--- config.mk ---
export PLATFORM = sky130hd
export DESIGN_NAME = mem_arbiter
export DESIGN_NICKNAME = d
export VERILOG_FILES = /design/src/rtl/mem_arb_pkg.sv /design/src/rtl/rr_arb2.sv /design/src/rtl/mem_arbiter.sv
export SDC_FILE = /design/constraint.sdc
export NUM_CORES = 1
export LEC_CHECK = 0
export ABC_AREA = 1
export BUFFER_PORTS_ARGS = -buffer_cell sky130_fd_sc_hd__buf_2
export CAP_MARGIN = 20
export CORE_AREA = 3 3 152 139
export DETAILED_ROUTE_END_ITERATION = 8
export DIE_AREA = 0 0 155 142
export PLACE_DENSITY_LB_ADDON = 0.1
export SLEW_MARGIN = 15
export SYNTH_ARGS = -nofsm -noshare
export SYNTH_HDL_FRONTEND = slang
export SYNTH_SLANG_ARGS = --single-unit
--- constraint.sdc ---
create_clock -name clk -period 1.9 [get_ports clk]
set_clock_uncertainty 0.2 [all_clocks]
set_input_delay 0.57 -clock clk [delete_from_list [all_inputs] [get_ports clk]]
set_output_delay 0.57 -clock clk [all_outputs]
set_load 0.01 [all_outputs]
--- src/rtl/mem_arb_pkg.sv ---
// Shared definitions for the two-port memory arbiter: FSM states,
// access-size encoding and the default wait timeout.
package mem_arb_pkg;

    typedef enum logic [1:0] {
        IDLE  = 2'd0,
        BUSY0 = 2'd1,
        BUSY1 = 2'd2
    } arb_state_t;

    localparam logic [1:0] LSOP_BYTE = 2'b00;
    localparam logic [1:0] LSOP_HALF = 2'b01;
    localparam logic [1:0] LSOP_WORD = 2'b10;

    localparam int DEFAULT_TMO = 15;

endpackage

--- src/rtl/rr_arb2.sv ---
// Two-way round-robin picker: on a tie the port that was not granted last wins.
// last_grant = 0 means port 0 was served last, 1 means port 1.
module rr_arb2 (
    input  logic req0,
    input  logic req1,
    input  logic last_grant,
    output logic gnt0,
    output logic gnt1
);

    assign gnt0 = req0 & (~req1 | last_grant);
    assign gnt1 = req1 & (~req0 | ~last_grant);

endmodule

--- src/rtl/mem_arbiter.sv ---
// Arbitrates a CPU port (m0) and a loader port (m1) onto one memory port,
// one transaction at a time, with a timeout on a memory that never answers.
module mem_arbiter
    import mem_arb_pkg::*;
#(
    parameter int AW  = 32,
    parameter int DW  = 32,
    parameter int TMO = DEFAULT_TMO
) (
    input  logic          clk,
    input  logic          rst,
    input  logic          m0_req,
    input  logic          m0_we,
    input  logic [1:0]    m0_lsop,
    input  logic [AW-1:0] m0_addr,
    input  logic [DW-1:0] m0_wdata,
    output logic          m0_ack,
    output logic          m0_err,
    output logic [DW-1:0] m0_rdata,
    input  logic          m1_req,
    input  logic          m1_we,
    input  logic [1:0]    m1_lsop,
    input  logic [AW-1:0] m1_addr,
    input  logic [DW-1:0] m1_wdata,
    output logic          m1_ack,
    output logic          m1_err,
    output logic [DW-1:0] m1_rdata,
    output logic          mem_en,
    output logic          mem_we,
    output logic [1:0]    mem_lsop,
    output logic [AW-1:0] mem_addr,
    output logic [DW-1:0] mem_wdata,
    input  logic [DW-1:0] mem_rdata,
    input  logic          mem_ready
);

    // Counter only has to reach TMO-1; the timeout fires on the cycle after.
    localparam int CW = (TMO < 2) ? 1 : $clog2(TMO);

    arb_state_t    state, state_next;
    logic          last_grant;
    logic [CW-1:0] cnt;
    logic          gnt0, gnt1;
    logic          busy, done, tmo_hit;

    rr_arb2 u_rr (
        .req0       (m0_req),
        .req1       (m1_req),
        .last_grant (last_grant),
        .gnt0       (gnt0),
        .gnt1       (gnt1)
    );

    assign busy    = (state != IDLE);
    assign done    = busy & mem_ready;
    assign tmo_hit = busy & ~mem_ready & (cnt == CW'(TMO - 1));
    assign mem_en  = busy;

    always_ff @(posedge clk) begin
        if (rst) state <= IDLE;
        else     state <= state_next;
    end

    // Leaving IDLE always passes through BUSYx, so every transaction is
    // followed by at least one IDLE cycle before the next grant.
    always_comb begin
        state_next = state;
        case (state)
            IDLE: begin
                if (gnt0)      state_next = BUSY0;
                else if (gnt1) state_next = BUSY1;
            end
            BUSY0, BUSY1: begin
                if (done || tmo_hit) state_next = IDLE;
            end
            default: state_next = IDLE;
        endcase
    end

    always_ff @(posedge clk) begin
        if (rst) begin
            last_grant <= 1'b1;
            cnt        <= '0;
            mem_we     <= 1'b0;
            mem_lsop   <= '0;
            mem_addr   <= '0;
            mem_wdata  <= '0;
            m0_ack     <= 1'b0;
            m0_err     <= 1'b0;
            m1_ack     <= 1'b0;
            m1_err     <= 1'b0;
            m0_rdata   <= '0;
            m1_rdata   <= '0;
        end else begin
            m0_ack <= 1'b0;
            m0_err <= 1'b0;
            m1_ack <= 1'b0;
            m1_err <= 1'b0;
            if (state == IDLE) begin
                cnt <= '0;
                if (gnt0) begin
                    last_grant <= 1'b0;
                    mem_we     <= m0_we;
                    mem_lsop   <= m0_lsop;
                    mem_addr   <= m0_addr;
                    mem_wdata  <= m0_wdata;
                end else if (gnt1) begin
                    last_grant <= 1'b1;
                    mem_we     <= m1_we;
                    mem_lsop   <= m1_lsop;
                    mem_addr   <= m1_addr;
                    mem_wdata  <= m1_wdata;
                end
            end else if (done) begin
                mem_we <= 1'b0;
                if (state == BUSY0) begin
                    m0_ack <= 1'b1;
                    if (!mem_we) m0_rdata <= mem_rdata;
                end else begin
                    m1_ack <= 1'b1;
                    if (!mem_we) m1_rdata <= mem_rdata;
                end
            end else if (tmo_hit) begin
                mem_we <= 1'b0;
                if (state == BUSY0) m0_err <= 1'b1;
                else                m1_err <= 1'b1;
            end else begin
                cnt <= cnt + CW'(1);
            end
        end
    end

endmodule

Word level (Yosys, flattened, before mapping) --
Cells that the tools add are included.
Storage, ports and cells: register bits 142, latch bits 0, RAM bits 0, bits in read-only memories 0, input bits 171, output and inout bits 136, word-level logic and storage cells 69, memories kept 0
Cells by class: $add $sub $neg 1, multiply operators 0, div/mod/pow operators 0, order comparisons 0, equality and inequality tests 5, shift operators 0, multiplexer cells 19, bitwise operators 16, reductions and logical operators 15
Operator list (number):
- $mux 32 | 4
- $mux 2 | 5
- $mux 1 | 9
- $not 1->1 | 9
- $reduce_and 2->1 | 4
- $reduce_and 4->1 | 2
- $and 1x1->1 | 5
- $add 4x1->4 const B | 1
- $eq 4x4->1 const B | 1
- $pmux 2 s2 | 1
- $reduce_bool 2->1 | 2
- $reduce_or 2->1 | 2
- $reduce_or 4->1 | 1
- $ne 3x3->1 const B | 1
- $reduce_bool 3->1 | 1
- $reduce_or 3->1 | 1
- $eq 2x1->1 const B | 1
- $eq 2x2->1 const B | 1
- $logic_not 2->1 | 1
- $ne 2x2->1 const B | 1
- $or 1x1->1 | 2
- $logic_or 1x1->1 | 1

Longest topological paths before layout --
Gate-level depths: netlist (run 1).
depth in word-level cells 6, gate-level depth with buffers 11, mapped depth without buffers 10

Modules after synthesis --
A second synthesis (run 1) with hierarchy kept.
Second synthesis, totals: cell total of the unflattened synthesis 723, area total of the unflattened synthesis 5631.7 um^2
Modules (own cells, without submodules):
- mem_arbiter | instances 1, cells each 719, area each 5604.1 um^2, sequential area each 2842.7 um^2
- rr_arb2 | instances 1, cells each 4, area each 27.5 um^2, sequential area each 0.0 um^2

Worst setup path after synthesis (run 1) --
Ideal clock, no wire load.
path type input to register, start point input port m0_req, end point register mem_addr[18], setup time 0.116 ns, arrival time 1.466 ns, required time 1.584 ns, slack 0.118 ns, cell stages on the path 8, buffers on the path 3, cell sequence buf_2 nand2_1 nand3_1 nand2_2 buf_4 buf_4 nand3_1 o211a_1
On the way: longest elaborated chain between the ends 5, elaborated cells between the ends (all ways) 7, classes of those cells mux (1); bitwise (4); reduce/logical (2)
RTL lines:
- start, declared | line mem_arbiter.sv:12 | input logic m0_req,
- $not 1->1 | line rr_arb2.sv:12 | assign gnt1 = req1 & (~req0 | ~last_grant);
- $or 1x1->1 | line rr_arb2.sv:12
- $and 1x1->1 | line rr_arb2.sv:12
- $reduce_bool 2->1 (no line)
- $reduce_and 2->1 (no line)
- end signal, assigned | line mem_arbiter.sv:105 | mem_addr <= m0_addr;
- end signal, assigned | line mem_arbiter.sv:111 | mem_addr <= m1_addr;
- end, declared | line mem_arbiter.sv:31 | output logic [AW-1:0] mem_addr,
Several ways; a longest one is shown, not always the timed one. A chain may end at the register's enable or synchronous reset.

Worst setup path after layout (run 1) --
start point register state[1], end point output port mem_en
On the way: longest elaborated chain between the ends 1
RTL lines:
- start, declared | line mem_arbiter.sv:40 | arb_state_t state, state_next;
- start signal, assigned | line mem_arbiter.sv:61 | else state <= state_next;
- $reduce_bool 2->1 | line mem_arbiter.sv:54 | assign busy = (state != IDLE);
- end, declared | line mem_arbiter.sv:28 | output logic mem_en,
Every way passes these cells.

==> qor.yml, run 1 <==
status: "complete, no violations"
place_hpwl_um: 14290
row_count: 49
vias_per_cell: 4.700
synth_top_area_share_pct: 48.34
syn-cell-area_mm2: 0.005881
end_kind: "output port"
grt_pass1_wl_um: 30430
syn2layout_area_growth_pct: 45.89
cts_tree: "yes"
hold_viol: 0
htree_levels: 4
avgSynthCellArea_um2: 8.001
yosysUniqueCellTypes: 22
max_freq_mhz: 536.3
remaining_drc_errors: 0
synth_area_leaders: "dfxtp_1, nand3_1, o211a_1, nor2_1, nand2_1"
max_slew_margin_pct: 79.79
worst_hold_slack_ns: 0.1909
clockBufferDepth: 2
post_drt_wl_per_cell_um: 15.29
synth.ff_latch_count: 142
die_y_um: 142
ant_nets: 0
ff2ff_setup_slack_ns: 0.16
crit_required_ns: 1.13
layout.nets: 1216
synth_seq_area_share_pct: 48.34
synth_area_leader_cell: "dfxtp_1"
drt_pass1_iterations: 4
cts_sinks: 142
min_delay_worst_endpoint: "m1_rdata[21]$_SDFFE_PP0P_"
r2r_start: "state[1]$_SDFFE_PP0P_"
worstSetupPathType: "reg2out"
grt_pass1_vias: 5767
grt_overflow: 0
worst_slew_pin_slew_ns: 0.3032
via_count: 6147
path_max_fanout: 2
initial_core_util_pct: 29.70
synth_nets: 910
setup_tns_ns: 0
p_per_area_mw_per_mm2: 1111
stdcell_area_mm2: 0.008579
peakVddDrop_mv: 0.5435
fp.dieW_um: 155
ios: 307
cp.arrival_ns: 1.09
leakage_uw: 0.004825
place.gp.congestion: 0.7989
drive_above_1_share_pct: 37.99
cts_buffers: 17
port_buffers: 306
final-setup-viol-count: 0
yosysWarnings: 0
regToRegEndpoint: "m0_rdata[1]$_SDFFE_PP0P_"
cp-start-kind: "flop"
drt_wl_total_um: 19990
reg2regPathDepth: 12
finalMaxSlewViolations: 0
synth_cells: 735
mostFrequentLayoutCell: "buf_2"
grt_max_degree: 63
finalCritPeriodShare_pct: 98.15
holdPathStages: 3
clockRootBuffer: "clkbuf_16"
first_iter_violations: 386
core_area_mm2: 0.01980
rsz0062_at_grt: "true"
fin_crit_ns: 1.865
clk_latency_ns: 0.42
grt_antenna_before_repair: 0
grt_usage_pct: 17.13
n_antenna_cell: 0
place_area_mm2: 0.007918
layout_common_cells: "buf_2, nor2_1, dfxtp_1, nand3_1, nand2_1"
hold_start: "mem_rdata[21]"
cap_violations: 0
path_clk_slew_ns: 0.07
die_area_mm2: 0.02201
holdCritPathClass: "in2reg"
## power breakdown
group / switching, uW / internal (uW)
Combinational: 1380 / 1110
Clock: 1400 / 1990
Sequential: 221 / 3430
## cells by family after synthesis
group                      synth area share, %
xor gates and xnor gates                0.2979
adders and majority gates               0.8511
and+or+nand+nor                          26.96
buffers and inverters                    6.234
DFF                                      48.34
AOI/OAI and AO/OA                        17.32
## per-layer routing
layer	part of all wire [%]	track usage [%]
met1	43	21.12
met5	0	0
met3	9.6	7.054
met4	1.6	5.762
met2	46	27.27
## worst max-delay path: stages (launching register included)
cell,delay (ns)
dfxtp_2,0.33
inv_2,0.05
ha_4,0.15
inv_2,0.05
buf_6,0.09
## worst max path at each step
stage / end / start / slack, ns
finish: mem_en / state[1]$_SDFFE_PP0P_ / 0.04
global route: mem_en / state[1]$_SDFFE_PP0P_ / -0.05
CTS: mem_en / state[1]$_SDFFE_PP0P_ / -0.003
detailed placement: mem_wdata[15]$_SDFFE_PP0P_ / m0_req / -0.01
global placement: state[0]$_SDFFE_PP0P_ / m1_req / -0.002
floorplan: mem_addr[18]$_SDFFE_PP0P_ / m0_req / 0.12
## synthesized netlist by cell type, drive strengths merged
master,n
a21oi,5
buf,38
clkbuf,24
dfxtp,142
ha,4
inv,16
nand2,91
nand3,139
nor2,140
nor3,2
o211a,66
o211ai,1
o21ai,65
xnor2,1
xor2,1
## state kept, by name, summed over array words and instances, names as in the netlist
name and flops:
m0_rdata 32, m1_rdata 32, m0_err 1, cnt 4, mem_lsop 2, m0_ack 1, state 2, m1_ack 1
last_grant 1, mem_we 1, mem_addr 32, m1_err 1, mem_wdata 32
## per-stage QoR
| step | cells | utilization [%] | setup slack (ns) | power, uW |
|---|---|---|---|---|
| 2_1_floorplan | 735 | - | 0.1176 | 5032 |
| 3_3_place_gp | 1274 | 39.98 | -0.002177 | 6172 |
| 3_5_place_dp | 1274 | 39.98 | -0.009707 | 6157 |
| 4_1_cts | 1307 | 43.16 | -0.003328 | 9632 |
| 5_1_grt | 1308 | 43.32 | -0.04536 | 10080 |
| 6_report | 1308 | 43.32 | 0.03520 | 9529 |
## layout make-up
cell class,count,area (um2)
Multi-Input combinational cell,516,2724
Clock inverter,13,153.9
Fill cell,2089,11220
Timing Repair Buffer,348,2036
Clock buffer,18,439.2
Tap cell,255,319.1
Inverter,16,61.31
Sequential cell,142,2846
## repair_timing
item,CTS,global route
hold buffers,0,0
hold endpoints to repair,0,0
buffers inserted,2,0
pin swaps,1,2
gates cloned,0,1
gates resized for setup,6,8
setup endpoints to repair,1,54
Note: power is estimated with default switching activity, not from simulation.
==> inputs of run 2 (changes only) <==
BUFFER_PORTS_ARGS = -buffer_cell sky130_fd_sc_hd__clkbuf_2   (was -buffer_cell sky130_fd_sc_hd__buf_2)
==> qor.yml, run 2 (synthesized netlist as in run 1, its figures left out) <==
status: "complete, no violations"
peakVddDrop_mv: 0.6078
remaining_drc_errors: 0
grt_overflow: 0
r2r_start: "state[1]$_SDFFE_PP0P_"
syn2layout_area_growth_pct: 50.36
ff2ff_setup_slack_ns: 0.03
placed_cells: 1275
layout.nets: 1223
cp.arrival_ns: 1.12
cts_buffers: 17
drt_wl_total_um: 20990
max_freq_mhz: 530.4
initial_core_util_pct: 29.70
htree_levels: 4
holdPathStages: 3
p_per_area_mw_per_mm2: 1095
hold_viol: 0
drive_above_1_share_pct: 41.00
cts_tree: "yes"
worst_hold_slack_ns: 0.1902
layout_common_cells: "clkbuf_2, dfxtp_1, nand3_1, nor2_1, nand2_1"
die_y_um: 142
finalCritPeriodShare_pct: 99.24
timing.final.ws_setup_ns: 0.01451
cts.hold.buffers_added: 0
post_drt_wl_per_cell_um: 15.95
min_delay_worst_endpoint: "m1_rdata[11]$_SDFFE_PP0P_"
n_antenna_cell: 0
leakage_uw: 0.004847
crit_path_top_delay_cell: "dfxtp_2"
dp_slack_ns: -0.04082
max_slew_margin_pct: 74.64
crit_family: "flip-flops"
via_count: 6191
ant_nets: 0
die_area_mm2: 0.02201
end_kind: "output port"
grt_pass1_wl_um: 31030
fillers: 2118
holdCritPathClass: "in2reg"
hold_start: "mem_rdata[11]"
clk_latency_ns: 0.42
cp-start-kind: "flop"
regToRegEndpoint: "m1_rdata[16]$_SDFFE_PP0P_"
path_max_fanout: 2
slowest_delay_ns: 0.34
instances_no_fill: 1316
port_buffers: 306
cp_num_buf_inv: 3
first_iter_violations: 320
final-setup-viol-count: 0
crit_required_ns: 1.13
fp.dieW_um: 155
grt_antenna_before_repair: 0
row_count: 49
path_clk_slew_ns: 0.07
worstSetupPathType: "reg2out"
ff_latch_area_mm2: 0.002846
fin_crit_ns: 1.885
cap_violations: 0
reg2regPathDepth: 12
grt_max_degree: 59
place_hpwl_um: 14440
grt_usage_pct: 17.42
finalMaxSlewViolations: 0
place.gp.congestion: 0.8130
rsz0062_at_grt: "true"
mostFrequentLayoutCell: "clkbuf_2"
cts_sinks: 142
drt_pass1_iterations: 7
grt_pass1_vias: 5882
multiInputGateArea_mm2: 0.002855
clockBufferDepth: 2
core_area_mm2: 0.01980
vias_per_cell: 4.704
worst_slew_pin_slew_ns: 0.3804
cp_cell_sequence: "inv_2 > ha_4 > inv_4 > buf_6"
ios: 307
clockRootBuffer: "clkbuf_16"
run 2: repair_timing:
| item | 4_1_cts | 5_1_grt |
|---|---|---|
| endpoints found under the setup margin | 5 | 77 |
| setup buffers | 3 | 1 |
| cloned | 0 | 6 |
| pin swaps | 1 | 3 |
| hold endpoints to repair | 0 | 0 |
| resized for setup | 7 | 56 |
run 2: worst max-delay path by stage:
stage | start | endpoint | slack, ns | cells past startpoint
after floorplan | m0_req | mem_addr[18]$_SDFFE_PP0P_ | 0.12 | 8
after global placement | m0_req | mem_we$_SDFFE_PP0P_ | -0.01 | 9
after detailed placement | m0_req | mem_wdata[18]$_SDFFE_PP0P_ | -0.04 | 7
after CTS | state[1]$_SDFFE_PP0P_ | mem_en | -0.03 | 4
after global routing | state[1]$_SDFFE_PP0P_ | mem_en | -0.04 | 4
final | state[1]$_SDFFE_PP0P_ | mem_en | 0.01 | 4
run 2: cell type report:
type,count,share of cell area (%)
Multi-Input combinational cell,516,32.29
Sequential cell,142,32.19
Timing Repair Buffer,355,24.56
Clock buffer,17,4.811
Tap cell,255,3.608
Clock inverter,15,1.726
Inverter,16,0.8066
run 2: tightest hold or removal path, delay by kind of cell:
kind | cells | cell delay [ns]
buffers and inverters | 1 | 0.09
and+or+nand+nor | 2 | 0.12
run 2: through the flow:
| step | setup TNS, ns | cell area, um2 | util, % | power (uW) |
|---|---|---|---|---|
| global route | -0.3125 | 8842 | 44.65 | 10240 |
| floorplan | 0 | 5881 | - | 5032 |
| global placement | -0.1026 | 7900 | 39.89 | 6203 |
| detailed placement | -0.5994 | 7900 | 39.89 | 6192 |
| CTS | -0.02602 | 8509 | 42.97 | 9550 |
| finish | 0 | 8842 | 44.65 | 9684 |
run 2: metal layers:
metal,track usage (%),wire length [um],up-vias
met2,27.34,9812,229
li1,-,-,3143
met3,7.419,1988,26
met1,21.59,8810,2793
met5,0,0,-
met4,5.994,376,0
run 2: report_power, final:
group	internal, uW	switching, uW
clock network	1850	1430
logic	1240	1490
registers	3430	247
total	6520	3160
==> inputs of run 3 (changes only) <==
CAP_MARGIN = default   (was 20)
PLACE_DENSITY_LB_ADDON = default   (was 0.1)
==> qor.yml, run 3 (synthesized netlist as in run 1, its figures left out) <==
drt_pass1_iterations: 5
remaining_drc_errors: 0
setup_tns_ns: 0
cap_violations: 0
clockRootBuffer: "clkbuf_16"
stdcell_area_mm2: 0.008502
cp-start-kind: "flop"
finalCritPeriodShare_pct: 98.53
grt_usage_pct: 16.71
clockBufferDepth: 2
layout.nets: 1209
row_count: 49
finalMaxSlewViolations: 0
p_per_area_mw_per_mm2: 1116
path_max_fanout: 2
grt_pass1_wl_um: 29940
status: "complete, no violations"
worst_hold_slack_ns: 0.1792
grt_antenna_before_repair: 0
drt_wl_total_um: 19620
via_count: 6165
fin_crit_ns: 1.872
max_freq_mhz: 534.2
n_antenna_cell: 0
first_iter_violations: 484
hold_viol: 0
cts_tree: "yes"
cts.hold.buffers_added: 0
rsz0062_at_grt: "true"
final_util_pct: 42.93
mostFrequentLayoutCell: "clkbuf_2"
ant_nets: 0
p_total_uw: 9486
die_y_um: 142
place.gp.congestion: 0.7982
syn2layout_area_growth_pct: 44.57
ios: 307
fp.dieW_um: 155
max_slew_margin_pct: 57.76
end_kind: "output port"
holdCritPathClass: "in2reg"
clk_latency_ns: 0.42
htree_levels: 4
post_drt_wl_per_cell_um: 15.07
path_clk_slew_ns: 0.07
cts_sinks: 142
core_area_mm2: 0.01980
cp.arrival_ns: 1.10
place_area_mm2: 0.007734
crit_required_ns: 1.13
port_buffers: 306
worst_slew_pin_slew_ns: 0.6336
grt_max_degree: 79
place_hpwl_um: 13460
die_area_mm2: 0.02201
vias_per_cell: 4.735
initial_core_util_pct: 29.70
worstSetupPathType: "reg2out"
drive_above_1_share_pct: 38.68
leakage_uw: 0.004725
grt_pass1_vias: 5774
cts_buffers: 17
layout_common_cells: "clkbuf_2, dfxtp_1, nand3_1, nor2_1, nand2_1"
peakVddDrop_mv: 0.5478
grt_overflow: 0
final-setup-viol-count: 0
## run 3: cell count changes in the layout (fill, tap and decap cells not counted), moves of 2 or more
cell	before	now
nor2_1	113	126
nor2_4	8	0
buf_12	13	7
nor2_2	19	14
o21ai_0	60	55
o21ai_1	5	10
inv_6	3	7
buf_6	6	3
clkbuf_16	21	18
inv_8	5	2
clkinv_2	3	1
nand3_1	137	139
nand3_4	2	0
## run 3: path summary, 6_finish.rpt
path	startpoint	slack [ns]	cells after the start	endpoint
max	state[1]$_SDFFE_PP0P_	0.03	4	mem_en
max reg2reg	state[1]$_SDFFE_PP0P_	0.10	13	m0_rdata[1]$_SDFFE_PP0P_
min	mem_rdata[29]	0.18	3	m1_rdata[29]$_SDFFE_PP0P_
min reg2reg	state[1]$_SDFFE_PP0P_	0.29	2	state[1]$_SDFFE_PP0P_
## run 3: where the power goes
part | switching [uW] | internal [uW] | total [uW]
logic | 1360 | 1060 | 2420
registers | 240 | 3430 | 3670
clock network | 1420 | 1980 | 3400
total | 3020 | 6470 | 9490
## run 3: critical path: stages, from the launching register on
cell	delay (ns)
dfxtp_2	0.33
inv_2	0.05
ha_4	0.16
inv_4	0.05
buf_6	0.09
## run 3: repair_timing
item | 4_1_cts | 5_1_grt
endpoints found under the setup margin | 1 | 59
pin swaps | 1 | 2
gates cloned | 0 | 2
setup buffers | 3 | 3
resized for setup | 5 | 35
## run 3: routing by layer
metal	wire length (um)	up-vias	share of wire (%)	GRT usage, %
met5	0	-	0	0
met4	331	0	1.7	5.297
met3	2017	21	10	6.446
met2	9129	268	47	26.81
met1	8141	2774	41	20.82
li1	-	3102	-	-
## run 3: final cells by class
cell class / instances / area (um2)
clock buffer: 17 / 425.4
inverter: 16 / 68.82
multi-input combinational: 515 / 2740
sequential: 142 / 2845
fill: 2054 / 11300
clock inverter: 15 / 175.2
timing repair buffer: 342 / 1928
tap: 255 / 319.1
## run 3: metrics by stage
step	cells	worst slack, ns
final	1302	0.02793
after global routing	1302	-0.02956
after CTS	1297	-0.02755
after detailed placement	1262	-0.1043
after global placement	1262	-0.09933
after floorplan	735	0.1176
